## src/rtl/pmem_pkg.sv

```systemverilog
// pmem_pkg: shared types and default sizing for the paged program memory.
//   pmem_state_t : pager FSM state, exported on STATE for debug.
//   PG_W/ADDR_W  : derived page-select and flat store address widths.
package pmem_pkg;

  localparam int PC_LEN    = 7;
  localparam int INSTR_LEN = 8;
  localparam int NUM_PAGES = 4;
  localparam int RST_HOLD  = 4;

  localparam int PG_W   = $clog2(NUM_PAGES);
  localparam int ADDR_W = PC_LEN + PG_W;

  typedef enum logic [2:0] {
    ST_IDLE   = 3'd0,
    ST_LOAD   = 3'd1,
    ST_HOLD   = 3'd2,
    ST_RUN    = 3'd3,
    ST_HALTED = 3'd4
  } pmem_state_t;

endpackage

```

## src/rtl/pmem_store.sv

```systemverilog
// pmem_store: instruction array, one synchronous write port and one
// combinational read port. No reset, so contents survive RSTN.
//   CLK          : write clock
//   we/waddr/wdata : write port
//   raddr/rdata  : asynchronous read port
module pmem_store #(
  parameter int AW = 9,
  parameter int DW = 8
) (
  input  logic          CLK,
  input  logic          we,
  input  logic [AW-1:0] waddr,
  input  logic [DW-1:0] wdata,
  input  logic [AW-1:0] raddr,
  output logic [DW-1:0] rdata
);

  logic [DW-1:0] mem [2**AW];

  always_ff @(posedge CLK) begin
    if (we) mem[waddr] <= wdata;
  end

  assign rdata = mem[raddr];

endmodule

```

## src/rtl/pmem_pager.sv

```systemverilog
// pmem_pager: program memory stage in front of the core. A byte-stream load
// port fills a paged store; once loading ends the core is held in reset for
// RST_HOLD cycles and then released. In RUN the store is read at {page, PC}.
// Optional halt-loop detection is built when PMEM_HALT_DETECT_EN is defined.
//   CLK, RSTN                : clock, async active-low reset
//   LD_START/VALID/DATA/LAST : load stream in, LD_READY out
//   PG_WE, PG_SEL            : page-select write
//   PC -> INSTR              : instruction fetch
//   CORE_RSTN, STATE, HALT   : core reset, debug state, halt flag
module pmem_pager #(
  parameter int PC_LEN    = pmem_pkg::PC_LEN,
  parameter int INSTR_LEN = pmem_pkg::INSTR_LEN,
  parameter int NUM_PAGES = pmem_pkg::NUM_PAGES,
  parameter int RST_HOLD  = pmem_pkg::RST_HOLD
) (
  input  logic                         CLK,
  input  logic                         RSTN,
  input  logic                         LD_START,
  input  logic                         LD_VALID,
  input  logic [INSTR_LEN-1:0]         LD_DATA,
  input  logic                         LD_LAST,
  output logic                         LD_READY,
  input  logic                         PG_WE,
  input  logic [$clog2(NUM_PAGES)-1:0] PG_SEL,
  input  logic [PC_LEN-1:0]            PC,
  output logic [INSTR_LEN-1:0]         INSTR,
  output logic                         CORE_RSTN,
  output logic [2:0]                   STATE,
  output logic                         HALT
);
  import pmem_pkg::*;

  localparam int PAGE_W = $clog2(NUM_PAGES);
  localparam int AW     = PC_LEN + PAGE_W;
  localparam int HC_W   = $clog2(RST_HOLD + 1);

  pmem_state_t           state, nxt;
  logic [AW-1:0]         addr;
  logic [PAGE_W-1:0]     page;
  logic [HC_W-1:0]       hold_cnt;
  logic                  we, hold_done, run_like, halt_hit;
  logic [INSTR_LEN-1:0]  rdata;

  assign run_like  = (state == ST_RUN) || (state == ST_HALTED);
  assign hold_done = (hold_cnt == HC_W'(RST_HOLD - 1));

  always_comb begin
    nxt = state;
    we  = 1'b0;
    if (LD_START) begin
      // restart from any state wins over everything else this cycle
      nxt = ST_LOAD;
    end else begin
      case (state)
        ST_IDLE:   nxt = ST_IDLE;
        ST_LOAD: begin
          if (LD_VALID) begin
            we = 1'b1;
            // last address ends the load even without LD_LAST; no wrap
            if (LD_LAST || addr == {AW{1'b1}}) nxt = ST_HOLD;
          end
        end
        ST_HOLD:   if (hold_done) nxt = ST_RUN;
        ST_RUN:    if (halt_hit) nxt = ST_HALTED;
        ST_HALTED: nxt = ST_HALTED;
        default:   nxt = ST_IDLE;
      endcase
    end
  end

  always_ff @(posedge CLK or negedge RSTN) begin
    if (!RSTN) begin
      state    <= ST_IDLE;
      addr     <= '0;
      page     <= '0;
      hold_cnt <= '0;
    end else begin
      state <= nxt;
      if (LD_START) begin
        addr <= '0;
        page <= '0;
      end else begin
        if (we) addr <= addr + 1'b1;
        if (PG_WE && run_like) page <= PG_SEL;
      end
      // counts HOLD cycles from entry; zero everywhere else
      if (state == ST_HOLD && !LD_START && !hold_done) hold_cnt <= hold_cnt + 1'b1;
      else                                             hold_cnt <= '0;
    end
  end

`ifdef PMEM_HALT_DETECT_EN
  logic [PC_LEN-1:0] last_pc;
  logic              pc_vld;

  assign halt_hit = (state == ST_RUN) && pc_vld && (PC == last_pc);

  // pc_vld drops outside RUN (so RUN entry starts clean) and on a page switch
  always_ff @(posedge CLK or negedge RSTN) begin
    if (!RSTN) begin
      last_pc <= '0;
      pc_vld  <= 1'b0;
    end else if (state == ST_RUN && !PG_WE) begin
      last_pc <= PC;
      pc_vld  <= 1'b1;
    end else begin
      pc_vld  <= 1'b0;
    end
  end

  // flag rises in the repeating cycle itself, then holds via HALTED
  assign HALT = halt_hit || (state == ST_HALTED);
`else
  assign halt_hit = 1'b0;
  assign HALT     = 1'b0;
`endif

  pmem_store #(.AW(AW), .DW(INSTR_LEN)) u_store (
    .CLK   (CLK),
    .we    (we),
    .waddr (addr),
    .wdata (LD_DATA),
    .raddr ({page, PC}),
    .rdata (rdata)
  );

  assign LD_READY  = (state == ST_LOAD);
  assign CORE_RSTN = run_like;
  assign INSTR     = run_like ? rdata : '0;
  assign STATE     = state;

endmodule

```

## config.mk

```make
export PLATFORM = sky130hd
export DESIGN_NAME = pmem_pager
export DESIGN_NICKNAME = d
export VERILOG_FILES = /design/src/rtl/pmem_pkg.sv /design/src/rtl/pmem_store.sv /design/src/rtl/pmem_pager.sv
export SDC_FILE = /design/constraint.sdc
export NUM_CORES = 2
export LEC_CHECK = 0
export BUFFER_PORTS_ARGS = -buffer_cell sky130_fd_sc_hd__buf_4
export CORE_MARGIN = 2
export CORE_UTILIZATION = 58
export DETAILED_ROUTE_END_ITERATION = 8
export PLACE_DENSITY = 0.79
export SETUP_SLACK_MARGIN = 0.2
export SLEW_MARGIN = 10
export SYNTH_ARGS = -nofsm -noshare
export SYNTH_HDL_FRONTEND = slang
export SYNTH_HIERARCHICAL = 1
export SYNTH_SLANG_ARGS = --single-unit
export TNS_END_PERCENT = 30
```

## constraint.sdc

```tcl
create_clock -name CLK -period 3.15 [get_ports CLK]
set_input_delay 0.1575 -clock CLK [delete_from_list [all_inputs] [get_ports CLK]]
set_output_delay 0.1575 -clock CLK [all_outputs]
set_load 0.03 [all_outputs]
```

Word level (Yosys, flattened, before mapping)
Memories as Yosys holds them, arrays and structs flattened. Index checks and enable logic that the tools add are counted. Widths: inputs -> output; s select.

Eq/ne operators: 10. Multiplexer cells: 16. Reduce and logical (&&, ||, !) cells: 10. Add/subtract/negate cells: 2.

Operators with widths (number): $mux 9 (2); $mux 3 (5); $pmux 3 s4 (1); $add 9x1->9 const B (1); $eq 3x2->1 const B (3); $eq 9x9->1 const B (1); $mux 8 (1); $ne 3x3->1 const B (2); $mux 1 (5); $mux 2 (2); $reduce_and 4->1 (1); $reduce_bool 2->1 (2); $add 3x1->3 const B (1); $eq 3x1->1 const B (1); $eq 3x3->1 const B (1); $logic_and 1x1->1 (3); $ne 3x2->1 const B (1); $logic_not 1->1 (2); $logic_or 1x1->1 (2); $ne 2x2->1 const B (1).

RAM bits: 4096. Input bits: 23. Output and inout bits: 14. Word-level logic and storage cells: 43. Memories kept: 1. Bits in registers: 17.

Memories: u_store.mem (words 512, bits a word 8, rd ports 1, clocked after memory_dff 0, write ports 1, RTL line pmem_store.sv:18) `logic [DW-1:0] mem [2**AW];`.

Longest topological paths before layout
Depth in word-level cells: 6. Mapped depth: 13. Gate-level depth less buffers: 8.

Modules after synthesis
The synthesis kept the hierarchy.

Modules (own cells, without submodules): pmem_store (times used 1, area each 159767.0 um2, cells each 8022, seq. area each 122998.0 um2); pmem_pager (times used 1, area each 929.6 um2, cells each 95, seq. area each 425.4 um2).

Worst setup path before layout
Ideal clock, no wire load.

Path type: reg-to-reg. From: register state[1] (netlist: STATE[1]). To: memory u_store.mem[131][0], enable pin. Data required time: 2.780 ns. Period minus slack after synthesis: 2.771 ns. Buffers on the path: 3. Path slack: 0.379 ns. Cell stages (with the launch flop): 9. Setup time: 0.370 ns. Data arrival time: 2.401 ns. Path through: dfrtp_1 > buf_2 > nand4bb_4 > buf_2 > nor2_1 > nor3b_1 > nand3_1 > clkbuf_1 > nor2_1.

Word-level cells in the longest chain between the ends: 5.

Ends and longest elaborated chain: from (decl) (RTL line pmem_pager.sv:37) `pmem_state_t state, nxt;`; from (signal assigned) (RTL line pmem_pager.sv:78) `state <= nxt;`; $eq 3x1->1 (RTL line pmem_pager.sv:54) `case (state)`; $mux 1 (RTL line pmem_pager.sv:54); $mux 1 (RTL line pmem_pager.sv:50) `if (LD_START) begin`; net we (RTL line pmem_pager.sv:41) `logic we, hold_done, run_like, halt_hit;`; $mux 1 (RTL line pmem_store.sv:21) `if (we) mem[waddr] <= wdata;`; $mux 1 (implied by the code) (RTL line pmem_store.sv:21); to (decl) (RTL line pmem_store.sv:18).

The timed path passes the listed nets, and every way through them passes these cells.

Worst setup path in the final report
From: register page[1]. To: output INSTR[2].

Word-level cells in the longest chain between the ends: 2.

Ends and longest elaborated chain: from (decl) (RTL line pmem_pager.sv:39) `logic [PAGE_W-1:0] page;`; from (signal assigned) (RTL line pmem_pager.sv:75) `page <= '0;`; from (signal assigned) (RTL line pmem_pager.sv:81) `page <= '0;`; from (signal assigned) (RTL line pmem_pager.sv:84) `if (PG_WE && run_like) page <= PG_SEL;`; $mem_v2 512x8; net rdata[2] (RTL line pmem_pager.sv:42) `logic [INSTR_LEN-1:0] rdata;`; $mux 8 (RTL line pmem_pager.sv:129) `assign INSTR = run_like ? rdata : '0;`; to (decl) (RTL line pmem_pager.sv:26) `output logic [INSTR_LEN-1:0] INSTR,`.

The timed path passes the listed nets, and every way through them passes these cells.

==> qor.txt <==
Status: finished, violations left
Violated checks: setup timing
Final Power: 113000 uW
RSZ-0062 raised after global routing: yes
Die span in x: 530 um
DR pass1 iterations: 9
IO buf count: 35
CP Class: flop to output pin
Die height: 530 um
Worst path arrival time: 3.86 ns
Register share of total power: 53.2%
Pleak: 0.0624 uW
# DRC: 0
Ports: 37
Synth Flop Type: edfxtp_1
Detailed Place HPWL: 264000 um
Syn avg cell area: 19.8 sq um
Max-slew headroom: 33.4%
Tot GR Track Use: 31.2%
Least-Margin Pin Slew: 0.999 ns
Grt peak-use layer: met2
Yosys top cell by area: edfxtp_1
Routed Antenna Nets: 0
Final setup margin: -0.863 ns
Pint: 89000 uW
Drt total wl: 438000 um
P per Cell Area: 600 nW/um^2
CP peak stage delay: 0.43 ns
Peak VDD IR: 0.757 mV
Grt met1 use: 40.5%
Met3 usage: 7.66%
Vias: 91100
Startpoint Class: flop
Sw frac: 21.3%
Worst Path Required: 2.99 ns
Netlist cell types: 60
Total Nets Final: 9382
Initial Utilization: 58.2%
Largest net degree at the start of global routing: 148
Worst Hold Class: input port to asynchronous set/reset pin
Final period util: 127%
First-pass GRT wire length: 634000 um
Fmax: 249 MHz
Setup-failing EPs final: 8
Worst slack at placement: -0.593 ns
Share of layout cells above drive strength 1: 28.7%
GPL Wtd Cong: 0.946
Initial antenna violation count: 13
Met2 Resource Use GR: 48.8%
Max Cap Viol: 0
Clock power frac: 41.2%
Multi-input gate area: 35500 sq um
CTS tree: built
Worst Setup End Kind: output pin
Minimum clock period: 4.01 ns
CTS max path bufs: 4
Sinks on Clock Net: 4113
Std cell rows: 193
Share of total power in combinational logic: 5.6%
Via/cell ratio: 6.81
Vias in the first global route: 92000
Yosys reg bits: 4113
Post-synth ARST share: 0.413%
Synth Net Count: 8144
Number of flops mapped to enable cells by yosys: 4096
Sequential area share after synthesis: 76.8%
CP Cell Sequence: buf_4 -> or3_4 -> or2_4 -> nor3_1 -> nor4_2 -> buf_4 -> o311ai_4 -> nor4_2 -> o2111a_2 -> and2_4 -> buf_6 -> buf_6
Grt ovf: 0
Ranking of synthesized cells by area: edfxtp_1 (77%), mux4_2 (9.2%), mux2i_1 (5.0%)
Routed WL per cell: 32.8 um
Fill cells: 15900
Clock Tree Root: clkbuf_16
Mapped cell area: 161000 sq um
CORE AREA: 276000 sq um
CTS Buf Count: 410
Crit path max-delay cell type: dfrtp_1
Die area: 281000 sq um
Worst-path clk slew: 0.06 ns
Post-synth top area share: 76.5%
H-tree levels: 5
Worst skew pair latency: 0.99 ns
Yosys warns: 6
Gate count of the mapped netlist: 8117
Final Hold Viols: 0
Crit-path max FO: 6
Clk_skew: 0.0827 ns
P&R area growth vs syn: 17.4%
Register area: 123000 sq um
Net Switching: 24000 uW
Drt first-iter violations: 14000
Fin. max-slew vios: 0
## Yosys cell counts (11+ instances only)
library cell	count
buf_8	11
buf_6	64
nand2_1	115
a211oi_1	17
buf_2	59
clkbuf_1	267
nor3_1	111
o221ai_1	371
buf_1	41
buf_4	71
mux2i_1	801
edfxtp_1	4096
dfrtp_1	17
a21oi_1	201
a22oi_1	61
nand3_1	38
o21ai_0	123
o22ai_1	163
nor2_1	604
nor4_1	38
nand4_1	34
mux4_2	654
o31ai_1	16
and2_1	28
## repair_timing
| item | in CTS | in global routing |
|---|---|---|
| hold buffers | 18 | 0 |
| hold endpoints to repair | 1605 | 0 |
| setup endpoints to repair | 768 | 314 |
| resized for setup | 221 | 77 |
| setup buffers | 18 | 3 |
| cloned | 2 | 0 |
| pin swaps | 47 | 24 |
## final cells by class
| class | instances | area share, % |
|---|---|---|
| Sequential cell | 4113 | 65.4 |
| Multi-Input combinational cell | 3480 | 18.8 |
| Timing Repair Buffer | 1343 | 6.56 |
| Clock buffer | 495 | 5.61 |
| Tap cell | 3705 | 2.46 |
| Clock inverter | 222 | 1.08 |
| Inverter | 7 | 0.0179 |
| Antenna cell | 7 | 0.00929 |
## power groups by stage
stage	sequential, uW	combinational, uW	clock (uW)
5_1_grt	60200	6440	48800
2_1_floorplan	61400	2820	0
3_5_place_dp	61400	5890	0
3_3_place_gp	61300	5740	0
4_1_cts	60200	6100	46800
6_report	60200	6280	46600
## per-stage QoR
| step | utilization (%) | TNS [ns] | area [sq um] | hold WS, ns | cells |
|---|---|---|---|---|---|
| after floorplan | - | 0 | 161000 | -0.138 | 8117 |
| after global placement | 63.2 | -3.08 | 174000 | 0.0684 | 12600 |
| after detailed placement | 63.2 | -3.43 | 174000 | 0.0734 | 12600 |
| after CTS | 68.2 | -5.34 | 188000 | 0.130 | 13400 |
| after global routing | 68.3 | -6.38 | 189000 | 0.190 | 13400 |
| final | 68.3 | -6.12 | 189000 | 0.172 | 13400 |
## cells in the final DEF (no fill, tap or decap), types with 7 or more instances in the layout
| cell type | count |
|---|---|
| nand3_1 | 30 |
| clkinvlp_4 | 23 |
| buf_4 | 1133 |
| a211oi_1 | 13 |
| o21ai_1 | 10 |
| a22oi_1 | 61 |
| o21ai_0 | 109 |
| clkbuf_16 | 410 |
| nor2_1 | 504 |
| nor4_1 | 22 |
| dfrtp_1 | 17 |
| edfxtp_1 | 4096 |
| nor3_1 | 86 |
| o221ai_1 | 371 |
| nand4_1 | 34 |
| clkinv_1 | 84 |
| dlygate4sd3_1 | 17 |
| nand2_1 | 96 |
| nor2_2 | 95 |
| a21oi_1 | 191 |
| and2_1 | 21 |
| nor4_2 | 11 |
| buf_12 | 164 |
| nor3_2 | 16 |
| buf_6 | 15 |
| o31ai_1 | 16 |
| diode_2 | 7 |
| nand3_4 | 7 |
| nand2_4 | 12 |
| buf_8 | 11 |
| bufinv_16 | 33 |
| o22ai_1 | 157 |
| mux2i_1 | 798 |
| nor3_4 | 9 |
| inv_6 | 11 |
| a21oi_2 | 10 |
| mux4_2 | 654 |
| clkbuf_1 | 85 |
| clkinv_2 | 60 |
## flip-flops by register name, indices dropped and copies added (netlist names)
| name | flops |
|---|---|
| STATE | 3 |
| page | 2 |
| u_store/mem | 4096 |
| addr | 9 |
| hold_cnt | 3 |
## worst max-delay path, delay by kind of cell (launching register included)
kind / cells / cell delay [ns]
flip-flops: 1 / 0.43
AO/OA/AOI/OAI: 2 / 0.30
buffers and inverters: 4 / 0.61
AND/OR/NAND/NOR: 6 / 1.50
## cells by family after synthesis
kind of cell	after synthesis	synth area share [%]
adder cells (fa/ha/maj)	4	0.0311
other	1	0.00233
multiplexers	1455	14.2
flip-flops	4113	76.8
buffers and inverters	525	1.86
AND/OR/NAND/NOR	1021	2.78
AO/OA/AOI/OAI	997	4.36
XOR/XNOR	1	0.00545
## worst paths after layout
kind                              from                   to  slack (ns)  depth (start not counted)
setup reg to reg              STATE[1]  u_store/mem[139][5]        0.21                          9
min in group CLK            LD_DATA[0]  u_store/mem[379][0]        0.21                          2
max in group asynchronous         RSTN              addr[8]        2.82                          4
hold / removal                    RSTN             STATE[1]        0.17                          4
setup / recovery               page[1]             INSTR[2]       -0.86                         12
hold reg to reg            hold_cnt[0]          hold_cnt[0]        0.43                          1
## per-layer routing
| layer | up-vias | wire length (um) |
|---|---|---|
| li1 | 36200 | - |
| met1 | 45900 | 145000 |
| met2 | 7479 | 207000 |
| met3 | 1472 | 58200 |
| met4 | 8 | 28000 |
| met5 | - | 47 |
Note: power is estimated with default switching activity, not from simulation.
